File: config.mk
export PLATFORM = sky130hd
export DESIGN_NAME = step_idle_monitor
export DESIGN_NICKNAME = d
export VERILOG_FILES = /design/src/rtl/step_idle_monitor.sv
export SDC_FILE = /design/constraint.sdc
export NUM_CORES = 1
export LEC_CHECK = 0
export ABC_AREA = 1
export CORE_MARGIN = 5
export CORE_UTILIZATION = 30
export DETAILED_ROUTE_END_ITERATION = 16
export PLACE_DENSITY = 0.48
export SETUP_SLACK_MARGIN = 0.1
export SLEW_MARGIN = 20
export SYNTH_ARGS = -nofsm -noshare
export SYNTH_HDL_FRONTEND = slang
export SYNTH_SLANG_ARGS = --single-unit
export TNS_END_PERCENT = 10
File: constraint.sdc
create_clock -name clk -period 2.5 [get_ports clk]
set_input_delay 0.5 -clock clk [delete_from_list [all_inputs] [get_ports clk]]
set_output_delay 0.5 -clock clk [all_outputs]
set_load 0.02 [all_outputs]
File: src/rtl/step_idle_monitor.sv
// Stepper idle watchdog: per-channel idle timers, filtered endstop arming and a
// sticky shutdown request feeding the command block, plus LED debug taps.
module step_idle_monitor #(
  parameter int          NCH        = 6,
  parameter int unsigned TIMEOUT    = 480000000,
  parameter int unsigned WATCH_MASK = 6'b100000,
  parameter int unsigned ARM_FILTER = 16
) (
  input  logic           clk,
  input  logic           rst_n,
  input  logic [NCH-1:0] step,
  input  logic           arm_endstop,
  input  logic           shutdown_clr,
  output logic           req_shutdown,
  output logic [NCH-1:0] alert,
  output logic           armed,
  output logic [7:0]     idle_dbg
);

  localparam int CW = $clog2(TIMEOUT + 1);
  localparam int FW = $clog2(ARM_FILTER + 1);
  localparam logic [CW-1:0]  CNT_MAX  = CW'(TIMEOUT);
  localparam logic [FW-1:0]  FILT_MAX = FW'(ARM_FILTER);
  localparam logic [NCH-1:0] WMASK    = NCH'(WATCH_MASK);

  if (NCH < 1) begin : g_err_nch
    $error("step_idle_monitor: NCH must be at least 1");
  end
  if ((WATCH_MASK >> NCH) != 0) begin : g_err_mask
    $error("step_idle_monitor: WATCH_MASK has bits above NCH");
  end

  logic [NCH-1:0] prev_step_q;
  logic           es_meta_q, es_sync_q;
  logic [FW-1:0]  filt_q, filt_d;
  logic           armed_q, armed_d;
  logic           req_q, req_d;
  logic [NCH-1:0] alert_q, alert_d;
  logic [CW-1:0]  cnt_q [NCH];
  logic [CW-1:0]  cnt_d [NCH];
  logic [7:0]     dbg_q, dbg_d;
  logic [NCH-1:0] step_edge;
  logic           trigger;

  // Both step polarities count as activity; shutdown_clr beats every other update.
  always_comb begin
    step_edge = step ^ prev_step_q;
    trigger   = armed_q & (|(alert_q & WMASK));
    cnt_d     = cnt_q;
    alert_d   = '0;
    for (int i = 0; i < NCH; i++) begin
      if (shutdown_clr || step_edge[i]) begin
        cnt_d[i] = '0;
      end else if (cnt_q[i] < CNT_MAX) begin
        cnt_d[i] = cnt_q[i] + CW'(1);
      end
      alert_d[i] = !shutdown_clr && (cnt_q[i] == CNT_MAX);
    end

    filt_d = filt_q;
    if (shutdown_clr || es_sync_q) begin
      filt_d = '0;
    end else if (filt_q < FILT_MAX) begin
      filt_d = filt_q + FW'(1);
    end
    armed_d = !shutdown_clr && (armed_q || (filt_q == FILT_MAX));
    req_d   = !shutdown_clr && (req_q || trigger);
  end

  // Debug tap takes the top byte of the last channel's timer, zero-padded when narrow.
  if (CW >= 8) begin : g_dbg_wide
    assign dbg_d = cnt_q[NCH-1][CW-1 -: 8];
  end else begin : g_dbg_narrow
    assign dbg_d = {{(8 - CW){1'b0}}, cnt_q[NCH-1]};
  end

  always_ff @(posedge clk) begin
    if (!rst_n) begin
      prev_step_q <= '0;
      es_meta_q   <= 1'b1;
      es_sync_q   <= 1'b1;
      filt_q      <= '0;
      armed_q     <= 1'b0;
      req_q       <= 1'b0;
      alert_q     <= '0;
      dbg_q       <= '0;
      for (int i = 0; i < NCH; i++) begin
        cnt_q[i] <= '0;
      end
    end else begin
      prev_step_q <= step;
      es_meta_q   <= arm_endstop;
      es_sync_q   <= es_meta_q;
      filt_q      <= filt_d;
      armed_q     <= armed_d;
      req_q       <= req_d;
      alert_q     <= alert_d;
      dbg_q       <= dbg_d;
      cnt_q       <= cnt_d;
    end
  end

  assign req_shutdown = req_q;
  assign alert        = alert_q;
  assign armed        = armed_q;
  assign idle_dbg     = dbg_q;

endmodule

==> metrics <==
run status finished, final reports clean; net count after synthesis 2181; FF+latch count, synth 203; vias per inst 4.64; layout cells sized above 1 0.0915; Max-slew headroom 0.496; Peak supply drop 435 uV; H-tree Lvls 1; maxcap violations 0; Design Power 0.00735 W; core area 44000 sq um; die span in y 221 um; Placer Congestion 0.892; ranking of synthesized cells by area dfxtp_1 31%, nand2_1 23%, nor2_1 10%, a21oi_1 4.5%, nand3_1 4.4%; Cells after Synth 2157; Area Growth Syn to Fin 12.0%; unrepaired setup endpoints after global routing false; FF/Latch Area 4060 sq um; cell chain of the critical path clkdlybuf4s50_1; Max stage delay on crit path 0.65 ns; DRT Wirelength 37300 um; area leader, netlist dfxtp_1; first drt pass iteration count 5; total track usage 0.153; fin crit share 0.839; power density cells 493 nW/um^2; synth unique cells 40; Worst-path clk slew 0.06 ns; Initial DRC Count 828; Rows 77; fillers 4863; Num CTS Buffers 27; post-synthesis cell area 13300 sq um; CTS Sinks 203; Post-CTS Resized 0; TritonCTS clock tree done; sequential share of the synthesized area 0.306; Die ar. 48600 sq um; number of global-route vias before repair 12.2k; Arr. time, crit path 1.60 ns; top-area cell type share of the netlist area 0.306; # port buffers 25; crit path buf inv count 1; Slew @ Worst Pin 0.756 ns; CP Class reg2out; Fmax 477 MHz; CTS Hold Bufs 0; drc violations 0; Worst Hold Class reg2reg; leading cell type in the layout, fill and taps excluded nand2_1; # diodes 0; Nets 2192; first-pass GRT wire length 62400 um; CP Depth 1; R2R Setup Slk 0.41 ns; CTS root buffer clkbuf_16; Antenna Violating Nets Remaining 0; Final Hold Fails 0; Avg Cell Area, Syn 6.16 sq um; CTS Buffer Depth 3; Crit path required time 2.00 ns; leakage power 4.89 nW; HPWL reported at the end of detailed placement 27100 um; Synth warnings 0; worst skew pair latency 0.55 ns; CP delay by family, top buffers and inverters; WL/cell 13.4 um; grt ovf 0; vias after detailed routing 12.9k; largest net degree at the start of global routing 30; slowest library cell on the worst path clkdlybuf4s50_1; most frequent cells in the layout 810 x nand2_1, 363 x nor2_1, 203 x dfxtp_1, 137 x inv_1, 119 x a21oi_1; CP endpoint kind output pin; crit start category flip-flop; Post-CTS Setup Repair Bufs 0; initial antenna violation count 0; Initial Util 0.302; overall die width 221 um; Reg2Reg Depth 11; Tmin final 2.10 ns; max-slew violations 0; area of the multi-input gates 8260 sq um; critical path peak fanout 2; Setup TNS 0 ns; hold-critical path depth 1; skew final 0.0121 ns; Setup violations, final 0; IO Pins 26
## per-layer routing
layer / global-route usage / vias up / wire (um)
met5: 0 / - / 0
met4: 0.0304 / 0 / 525
met3: 0.0189 / 37 / 1460
met2: 0.248 / 192 / 16500
met1: 0.219 / 5832 / 18800
li1: - / 6830 / -
## cells in the mapped netlist, drive strengths merged
cell    count
nor3       14
buf        43
xnor2      30
clkbuf     11
o21ai      17
nor4       14
clkinv      1
a21oi     161
dfxtp     203
or2         2
nand3b     29
ha         14
nand3     124
nand4      42
nand2     856
nor2      392
o211ai      1
a31oi       2
xor2       46
inv       155
## stage by stage
step | area [sq um] | utilization | hold slack, ns | setup slack, ns | std cells
after detailed placement | 14000 | 0.318 | 0.409 | -0.00853 | 2731
after global placement | 14000 | 0.318 | 0.405 | 0.0836 | 2731
after CTS | 14900 | 0.338 | 0.428 | 0.360 | 2778
final | 14900 | 0.338 | 0.425 | 0.402 | 2778
after global routing | 14900 | 0.338 | 0.448 | 0.145 | 2778
after floorplan | 13300 | - | 0.393 | 0.968 | 2157
## power by group
group / leakage (nW) / internal, W / switching (W) / total [W]
sequential: 1.64 / 0.00325 / 0.0000126 / 0.00326
combinational: 2.81 / 0.0000369 / 0.0000990 / 0.000136
clock: 0.444 / 0.00245 / 0.00150 / 0.00395
total: 4.89 / 0.00574 / 0.00161 / 0.00735
## path summary, 6_finish.rpt
check / startpoint / to
min: es_meta_q$_SDFF_PN1_ / es_sync_q$_SDFF_PN1_
max: alert[5]$_SDFF_PN0_ / alert[5]
min reg2reg: es_meta_q$_SDFF_PN1_ / es_sync_q$_SDFF_PN1_
max reg2reg: cnt_q[104]$_SDFFE_PP0N_ / cnt_q[102]$_SDFFE_PP0N_
## cell families (layout without fill, tap and decap cells)
logic type      after synthesis  count (layout)  synth area share
compound gates              181             181            0.0825
buf+inv                     210             239            0.0733
simple gates               1473            1473             0.475
flops                       203             203             0.306
fa+ha+maj                    14              14            0.0132
xor+xnor                     76              76            0.0501
## registers in the layout (all words and copies together), names as in the netlist
register      count
filt_q            5
prev_step_q       6
armed             1
es_sync_q         1
req_shutdown      1
alert             6
idle_dbg          8
es_meta_q         1
cnt_q           174
## cell type report
cell class / count / share of cell area
inverter: 156 / 0.0395
sequential: 203 / 0.273
tap: 592 / 0.0497
clock buffer: 38 / 0.0522
clock inverter: 9 / 0.00823
timing repair buffer: 36 / 0.0232
multi-input combinational: 1744 / 0.554
Note: power is estimated with default switching activity, not from simulation.
